--- src/rtl/wb_pkg.sv ---
// Shared widths and queue entry type for the register-file writeback queue.
// The entry layout is fixed here so the queue and its lookup ports stay consistent.
package wb_pkg;

    localparam int XLEN = 64;
    localparam int AW   = 5;

    localparam logic [AW-1:0] REG_ZERO = 5'd31;

    typedef struct packed {
        logic            valid;
        logic [AW-1:0]   addr;
        logic [XLEN-1:0] data;
    } wb_entry_t;

endpackage

--- src/rtl/wb_match.sv ---
// One read-side lookup into the writeback queue: reports whether a queued entry
// targets ra and returns the youngest matching data.
module wb_match
    import wb_pkg::*;
#(
    parameter int DEPTH = 4,
    parameter int PW    = $clog2(DEPTH)
) (
    input  wb_entry_t        entries [DEPTH],
    input  logic [PW-1:0]    head,
    input  logic [AW-1:0]    ra,
    output logic             pend,
    output logic [XLEN-1:0]  data
);

    logic [PW-1:0] w_idx;

    // Walk oldest to youngest so later matches override earlier ones.
    always_comb begin
        pend  = 1'b0;
        data  = '0;
        w_idx = '0;
        for (int i = 0; i < DEPTH; i++) begin
            w_idx = head + PW'(i);
            if (entries[w_idx].valid && (entries[w_idx].addr == ra) && (ra != REG_ZERO)) begin
                pend = 1'b1;
                data = entries[w_idx].data;
            end
        end
    end

endmodule

--- src/rtl/wb_queue_32x64.sv ---
// Writeback FIFO feeding the 32x64 register file write port, with two operand lookups.
// Define WB_FWD_EN to drive fwdA/fwdB with the youngest queued data; otherwise they read 0.
module wb_queue_32x64
    import wb_pkg::*;
#(
    parameter int DEPTH = 4,
    parameter int XLEN  = 64,
    parameter int AW    = 5,
    parameter int PW    = $clog2(DEPTH),
    parameter int CW    = $clog2(DEPTH + 1)
) (
    input  logic             clk,
    input  logic             rst,
    input  logic             in_valid,
    output logic             in_ready,
    input  logic [AW-1:0]    in_addr,
    input  logic [XLEN-1:0]  in_data,
    input  logic             hold,
    output logic             w,
    output logic [AW-1:0]    wa,
    output logic [XLEN-1:0]  wd,
    input  logic [AW-1:0]    raA,
    input  logic [AW-1:0]    raB,
    output logic             pendA,
    output logic             pendB,
    output logic [XLEN-1:0]  fwdA,
    output logic [XLEN-1:0]  fwdB,
    output logic [CW-1:0]    count
);

    if (DEPTH < 2 || (DEPTH & (DEPTH - 1)) != 0) begin : g_bad_depth
        $error("wb_queue_32x64: DEPTH must be a power of 2 and at least 2");
    end
    if (XLEN != wb_pkg::XLEN || AW != wb_pkg::AW) begin : g_bad_width
        $error("wb_queue_32x64: XLEN/AW must match wb_pkg");
    end

    localparam logic [CW-1:0] FULL_CNT = CW'(DEPTH);

    wb_entry_t        r_entries [DEPTH];
    logic [PW-1:0]    r_head;
    logic [PW-1:0]    r_tail;
    logic [CW-1:0]    r_count;

    logic             w_empty;
    logic             w_full;
    logic             w_push;
    logic             w_pop;
    wb_entry_t        w_head_entry;
    logic             w_pend_a;
    logic             w_pend_b;
    logic [XLEN-1:0]  w_data_a;
    logic [XLEN-1:0]  w_data_b;

    assign w_empty      = (r_count == '0);
    assign w_full       = (r_count == FULL_CNT);
    assign w_head_entry = r_entries[r_head];

    // Writes to the zero register complete the handshake but are never stored.
    assign w_push   = in_valid && !w_full && (in_addr != REG_ZERO);
    assign w_pop    = w;

    assign in_ready = rst || !w_full;
    assign w        = !rst && !w_empty && !hold;
    assign wa       = (rst || w_empty) ? '0 : w_head_entry.addr;
    assign wd       = (rst || w_empty) ? '0 : w_head_entry.data;
    assign count    = rst ? '0 : r_count;

    always_ff @(posedge clk) begin
        if (rst) begin
            r_head  <= '0;
            r_tail  <= '0;
            r_count <= '0;
            for (int i = 0; i < DEPTH; i++) begin
                r_entries[i] <= '0;
            end
        end else begin
            if (w_push) begin
                r_entries[r_tail] <= '{valid: 1'b1, addr: in_addr, data: in_data};
                r_tail            <= r_tail + 1'b1;
            end
            if (w_pop) begin
                r_entries[r_head].valid <= 1'b0;
                r_head                  <= r_head + 1'b1;
            end
            case ({w_push, w_pop})
                2'b10:   r_count <= r_count + 1'b1;
                2'b01:   r_count <= r_count - 1'b1;
                default: r_count <= r_count;
            endcase
        end
    end

    wb_match #(.DEPTH(DEPTH), .PW(PW)) u_match_a (
        .entries (r_entries),
        .head    (r_head),
        .ra      (raA),
        .pend    (w_pend_a),
        .data    (w_data_a)
    );

    wb_match #(.DEPTH(DEPTH), .PW(PW)) u_match_b (
        .entries (r_entries),
        .head    (r_head),
        .ra      (raB),
        .pend    (w_pend_b),
        .data    (w_data_b)
    );

    assign pendA = !rst && w_pend_a;
    assign pendB = !rst && w_pend_b;

`ifdef WB_FWD_EN
    assign fwdA = rst ? '0 : w_data_a;
    assign fwdB = rst ? '0 : w_data_b;
`else
    logic w_unused_fwd;
    assign w_unused_fwd = ^{w_data_a, w_data_b};
    assign fwdA = '0;
    assign fwdB = '0;
`endif

endmodule
--- config.mk ---
export PLATFORM = sky130hd
export DESIGN_NAME = wb_queue_32x64
export DESIGN_NICKNAME = d
export VERILOG_FILES = /design/src/rtl/wb_pkg.sv /design/src/rtl/wb_match.sv /design/src/rtl/wb_queue_32x64.sv
export SDC_FILE = /design/constraint.sdc
export NUM_CORES = 1
export LEC_CHECK = 0
export CORE_MARGIN = 2
export CORE_UTILIZATION = 45
export CTS_CLUSTER_SIZE = 40
export DETAILED_ROUTE_END_ITERATION = 8
export GPL_TIMING_DRIVEN = 0
export PLACE_DENSITY = 0.78
export SYNTH_ARGS = -nofsm -noshare
export SYNTH_HDL_FRONTEND = slang
export SYNTH_SLANG_ARGS = --single-unit
--- constraint.sdc ---
create_clock -name clk -period 2.8 [get_ports clk]
set_input_delay 0.28 -clock clk [delete_from_list [all_inputs] [get_ports clk]]
set_output_delay 0.28 -clock clk [all_outputs]
set_load 0.05 [all_outputs]
==> flow_metrics.env, run 1 <==
export IMPL_fin_crit_ns=3.208
export IMPL_place_congestion=0.8818
export IMPL_cp_arrival_ns=2.93
export IMPL_routedWlPerCell_um=17.24
export IMPL_ant_nets=0
export IMPL_r2r_start="r_count[1]$_SDFFE_PP0P_"
export IMPL_placed_cells=2373
export IMPL_outcome="complete, but fails checks"
export IMPL_power_frac_clock_pct=34.3
export IMPL_setup_viol=2
export IMPL_io_pins=287
export IMPL_synth_edff_count=0
export IMPL_cts_buffers=28
export IMPL_fin_cells=2435
export IMPL_pre_cts_ws_ns=-1.055
export IMPL_grt_max_degree=15
export IMPL_diodes=0
export IMPL_die_h_um=182.1
export IMPL_core_area_um2=31390
export IMPL_start_kind="flop"
export IMPL_synth_top_area_cell="dfxtp_1"
export IMPL_area_growth_pct=24.56
export IMPL_synth_cell_area_um2=14270
export IMPL_peakVddDrop_v=0.0004903
export IMPL_synth_async_sr_flop_share_pct=0
export IMPL_hold_viol=0
export IMPL_cp_max_fo=10
export IMPL_track_usage_pct=24.56
export IMPL_synth_ff_type="dfxtp_1"
export IMPL_ff2ff_path_depth=11
export IMPL_dr_pass1_iters=5
export IMPL_synth_area_leaders="dfxtp_1 (40%), nand2_1 (15%), mux4_2 (12%), a21oi_1 (9.9%), buf_4 (6.9%)"
export IMPL_report_final_slew_viol_count=0
export IMPL_grt_pass1_wl_mm=65.10
export IMPL_synth_xor_xnor_area_share_pct=2.947
export IMPL_fin_skew_ns=0.02069
export IMPL_cp_startpoint="r_head[0]$_SDFFE_PP0N_"
export IMPL_finish_instance_area_um2=17770
export IMPL_port_buffers=148
export IMPL_rsz0062_at_grt="true"
export IMPL_r2r_setup_slack_ns=0.14
export IMPL_violations="negative setup slack"
export IMPL_share_seq_of_total_power_pct=38.5
export IMPL_post_synth_and_or_nand_nor_area_fraction_pct=19.51
export IMPL_max_clock_path_buffers=3
export IMPL_layout_drive_gt1_share_pct=20.46
export IMPL_p_leak_nw=6.796
export IMPL_start_util_pct=45.44
export IMPL_grt_pass1_vias=12440
export IMPL_vias=12760
export IMPL_ys_types=37
export IMPL_dieArea_um2=33140
export IMPL_antenna_found_initial=0
export IMPL_postLayoutSetupSlackWorst_ns=-0.4076
export IMPL_postPlaceCellArea_um2=16820
export IMPL_synthAdderAreaFrac_pct=0.9297
export IMPL_synth_most_common_cell="nand2_1"
export IMPL_h_tree_depth=1
export IMPL_switchingPower_mw=3.788
export IMPL_synth_seq_cells=287
export IMPL_power_internal_mw=7.864
export IMPL_cp_end_kind="output pin"
export IMPL_max_slew_worst_pin_slew_ns=0.7484
export IMPL_finalWirelength_mm=41.97
export IMPL_rows=65
export IMPL_finalPower_mw=11.65
export IMPL_synth_compound_area_share_pct=10.71
export IMPL_viasPerCell=5.239
export IMPL_synth_mux_area_share_pct=14.19
export IMPL_dieWidth_um=182.1
export IMPL_cts_hold_buf=0
export IMPL_maxCapViolations=0
export IMPL_reg2reg_to="r_count[2]$_SDFFE_PP0P_"
export IMPL_synth_top_area_share_pct=40.27
export IMPL_switching_share_pct=32.51
export IMPL_post_route_util_pct=56.60
export IMPL_power_density_nw_per_um2=655.7
export IMPL_grt_overflow_total=0
export IMPL_crit_path_end="pendB"
export IMPL_numClockSinks=287
export IMPL_syn_avg_cell_area_um2=8.417
export IMPL_synth_top_family_by_area="simple AND/OR/NAND/NOR gates"
export IMPL_ys_warn_count=0
export IMPL_hold_class="in2reg"
export IMPL_max_freq_ghz=0.3118
export IMPL_period_share_pct=114.6
export IMPL_drt_iter0_drc=868
export IMPL_seq_area_frac_synth_pct=40.27
export IMPL_yosys_top_cells_count="nand2_1 (562), dfxtp_1 (287), a21oi_1 (282), buf_4 (132), mux4_2 (76)"
export IMPL_insertion_delay_ns=0.54
export IMPL_drc=0
export IMPL_max_slew_margin_pct=50.11
export IMPL_comb_power_share_pct=27.2
export IMPL_nNetsFinal=2105
export IMPL_nFillCells=2765
export IMPL_netlist_instances=1695
export IMPL_path_class="reg2out"
export IMPL_tritoncts="built"
export IMPL_dp_hpwl_mm=29.31
export IMPL_path_clk_slew_ns=0.06
export IMPL_cts_root_buffer_cell="clkbuf_16"
export IMPL_critPathRequiredTime_ns=2.52
==> worst max-delay path, cell delays in order (launching register included) <==
cell and delay, ns:
dfxtp_4 0.38, buf_12 0.11, buf_12 0.09, buf_12 0.10
inv_8 0.03, ha_4 0.32, buf_2 0.27, mux2i_1 0.26
xnor2_1 0.17, nand4_1 0.13, nor3_1 0.23, a211o_4 0.15
buf_8 0.14
==> routing by layer <==
metal	vias to the layer above	GRT usage [%]	share of wire [%]	routed length (um)
li1	5993	-	-	-
met1	6055	30.80	39	16470
met2	600	42.72	49	20690
met3	109	2.774	7.4	3115
met4	0	11.00	4.0	1687
met5	-	0	0	0
==> power groups by stage <==
stage               combinational (mW)  clock (mW)  sequential (mW)
finish                            3.17        4.00             4.48
global route                      3.36        4.21             4.51
CTS                               3.14        4.01             4.48
detailed placement                3.08           0             4.56
global placement                  3.01           0             4.54
floorplan                         2.21           0             4.52
==> area by class of cell <==
type | count | area, um2 | area share, %
Inverter | 9 | 45.04 | 0.2535
Buffer | 258 | 1745 | 9.823
Clock buffer | 43 | 838.3 | 4.718
Tap cell | 402 | 503.0 | 2.831
Timing Repair Buffer | 162 | 1277 | 7.189
Sequential cell | 287 | 5751 | 32.36
Clock inverter | 8 | 142.6 | 0.8027
Multi-Input combinational cell | 1266 | 7467 | 42.02
==> logic make-up (layout without fill, tap and decap cells) <==
group / after synthesis / in the layout
and+or+nand+nor: 675 / 675
AOI/OAI and AO/OA: 298 / 298
DFF: 287 / 287
buffers and inverters: 269 / 480
muxes: 107 / 107
xor gates and xnor gates: 48 / 48
adders and majority gates: 10 / 10
other: 1 / 128
==> worst min-delay path by stage <==
stage / cells past startpoint / start / endpoint / slack, ns
6_report: 3 / in_data[18] / flop / 0.38
5_1_grt: 3 / in_data[18] / flop / 0.39
4_1_cts: 3 / in_data[32] / flop / 0.37
3_5_place_dp: 2 / flop / flop / 0.44
3_3_place_gp: 2 / flop / flop / 0.44
2_1_floorplan: 2 / in_data[25] / flop / 0.42
==> repair_timing <==
item / in CTS / in global routing
buffers inserted: 8 / 5
resized for setup: 386 / 26
setup endpoints to repair: 72 / 58
pin swaps: 4 / 5
==> placed cells by master (no fill, tap or decap), types with 5 or more instances in the layout <==
cell type | Yosys | layout
a21oi_1 | 282 | 282
buf_12 | 0 | 9
buf_2 | 50 | 94
buf_4 | 132 | 153
buf_6 | 8 | 9
clkbuf_1 | 69 | 73
clkbuf_16 | 0 | 29
clkbuf_2 | 0 | 6
clkbuf_8 | 0 | 6
clkdlybuf4s50_1 | 0 | 76
conb_1 | 1 | 128
dfxtp_1 | 287 | 285
ha_1 | 9 | 8
inv_1 | 9 | 7
mux2i_1 | 29 | 28
mux4_2 | 76 | 76
nand2_1 | 562 | 562
nand4_1 | 5 | 5
nor2_1 | 16 | 13
nor2b_1 | 70 | 69
xnor2_1 | 27 | 26
xor2_1 | 21 | 20
==> per-stage QoR <==
| step | TNS (ns) | hold slack [ns] |
|---|---|---|
| 3_3_place_gp | -79.49 | 0.4381 |
| 5_1_grt | -0.8624 | 0.3877 |
| 6_report | -0.7158 | 0.3838 |
| 2_1_floorplan | 0 | 0.4160 |
| 4_1_cts | -0.9506 | 0.3703 |
| 3_5_place_dp | -27.42 | 0.4447 |
Note: power is estimated with default switching activity, not from simulation.
==> run 2, diff against run 1 <==
- CTS_CLUSTER_SIZE: 40 -> 20
==> results of run 2 <==
The final DEF is identical to that of run 1; final timing and power are the same.
==> run 3, diff against run 2 <==
- PLACE_DENSITY: 0.78 -> 0.74
==> run 3 against run 2 <==
Compared with the run above: the run still ends with negative setup slack left; register-to-register slack worse by 0.05 ns; sequential share of layout area is 1.6 points lower; cell area increased by 5.4%; largest cell class unchanged.
==> flow_metrics.env, run 3 (same netlist as run 1, synthesis figures left out) <==
export IMPL_outcome="complete, but fails checks"
export IMPL_violations="negative setup slack"
export IMPL_track_usage_pct=24.56
export IMPL_hold_class="in2reg"
export IMPL_finalWirelength_mm=43.29
export IMPL_io_pins=287
export IMPL_r2r_setup_slack_ns=0.09
export IMPL_final_common_cell="nand2_1"
export IMPL_cts_root_buffer_cell="clkbuf_16"
export IMPL_drt_iter0_drc=1106
export IMPL_pre_cts_ws_ns=-1.002
export IMPL_post_route_util_pct=59.65
export IMPL_final_cell_mix="nand2_1 (562), dfxtp_1 (285), a21oi_1 (281), buf_4 (172), conb_1 (128)"
export IMPL_dieWidth_um=182.1
export IMPL_crit_path_end="pendB"
export IMPL_dr_pass1_iters=7
export IMPL_cp_startpoint="r_head[0]$_SDFFE_PP0N_"
export IMPL_critPathRequiredTime_ns=2.52
export IMPL_rsz0062_at_grt="true"
export IMPL_h_tree_depth=1
export IMPL_place_congestion=0.8939
export IMPL_hold_ws_ns=0.3813
export IMPL_ant_nets=0
export IMPL_grt_max_degree=15
export IMPL_viasPerCell=5.233
export IMPL_setup_viol=4
export IMPL_insertion_delay_ns=0.55
export IMPL_finalPower_mw=12.07
export IMPL_layout_drive_gt1_share_pct=23.13
export IMPL_cts_buffers=30
export IMPL_path_clk_slew_ns=0.06
export IMPL_die_h_um=182.1
export IMPL_grt_overflow_total=0
export IMPL_hold_viol=0
export IMPL_core_area_um2=31390
export IMPL_cts_hold_buf=0
export IMPL_cp_max_fo=7
export IMPL_grt_pass1_vias=12410
export IMPL_peakVddDrop_v=0.0004970
export IMPL_report_final_slew_viol_count=0
export IMPL_numClockSinks=287
export IMPL_postLayoutSetupSlackWorst_ns=-0.3661
export IMPL_area_growth_pct=31.25
export IMPL_ff2ff_path_depth=12
export IMPL_max_slew_worst_pin_slew_ns=0.6798
export IMPL_nNetsFinal=2129
export IMPL_r2r_start="r_count[0]$_SDFFE_PP0P_"
export IMPL_max_slew_margin_pct=54.68
export IMPL_maxCapViolations=0
export IMPL_power_density_nw_per_um2=644.8
export IMPL_dp_hpwl_mm=29.26
export IMPL_fin_cells=2461
export IMPL_grt_pass1_wl_mm=64.83
export IMPL_antenna_found_initial=1
export IMPL_fin_skew_ns=0.008603
export IMPL_period_share_pct=113.1
export IMPL_start_util_pct=45.44
export IMPL_cp_end_kind="output pin"
export IMPL_dieArea_um2=33140
export IMPL_rows=65
export IMPL_tritoncts="built"
export IMPL_p_leak_nw=7.047
export IMPL_start_kind="flop"
export IMPL_port_buffers=148
export IMPL_max_clock_path_buffers=3
export IMPL_placed_cells=2372
export IMPL_max_freq_ghz=0.3158
export IMPL_vias=12880
export IMPL_reg2reg_to="r_count[2]$_SDFFE_PP0P_"
export IMPL_fin_crit_ns=3.166
export IMPL_path_class="reg2out"
export IMPL_cp_arrival_ns=2.89
export IMPL_drc=0
export IMPL_routedWlPerCell_um=17.59
-- run 3: layout make-up --
type | instances | area, um2
clock buffer | 42 | 897.1
clock inverter | 12 | 141.4
multi-input combinational | 1266 | 7667
timing repair buffer | 184 | 1954
fill | 2645 | 12670
antenna | 1 | 2.502
sequential | 287 | 5753
tap | 402 | 503.0
buffer | 258 | 1763
inverter | 9 | 42.54
-- run 3: worst max-delay path: stages, from the launching register on --
cell,delay [ns]
dfxtp_4,0.37
buf_12,0.10
buf_12,0.09
buf_12,0.09
inv_6,0.03
ha_4,0.33
mux4_2,0.38
xor2_2,0.17
nor4_2,0.26
nand3_1,0.13
o21ai_2,0.08
a211o_4,0.14
buf_8,0.13
-- run 3: repair_timing --
item / 4_1_cts / 5_1_grt
hold endpoints to repair: 0 / 0
cloned: 0 / 7
setup buffers: 13 / 16
setup endpoints to repair: 72 / 70
resized for setup: 396 / 248
pin swaps: 5 / 8
-- run 3: power breakdown --
part | leakage, nW | internal, mW | switching [mW]
combinational | 4.20 | 1.28 | 2.17
clock | 0.518 | 2.50 | 1.65
sequential | 2.33 | 4.33 | 0.151
total | 7.05 | 8.11 | 3.97
-- run 3: worst min path at each step --
stage / end / cells after the start / start / slack [ns]
finish: flop / 3 / in_data[43] / 0.38
global placement: flop / 2 / flop / 0.44
floorplan: flop / 2 / in_data[25] / 0.42
detailed placement: flop / 2 / flop / 0.44
CTS: flop / 3 / in_data[28] / 0.37
global route: flop / 3 / in_data[30] / 0.39
-- run 3: per-layer routing --
| layer | global-route usage, % | vias to the layer above | share of wire [%] |
|---|---|---|---|
| li1 | - | 6039 | - |
| met3 | 3.572 | 104 | 7.7 |
| met4 | 10.61 | 0 | 3.6 |
| met1 | 30.27 | 6131 | 40 |
| met5 | 0 | - | 0 |
| met2 | 42.93 | 604 | 49 |
-- run 3: stage by stage --
stage	TNS [ns]	cell area [um2]
floorplan	0	14810
global placement	-72.59	16800
detailed placement	-43.86	16800
CTS	-0.9766	17820
global route	-3.181	18720
finish	-0.6321	18720
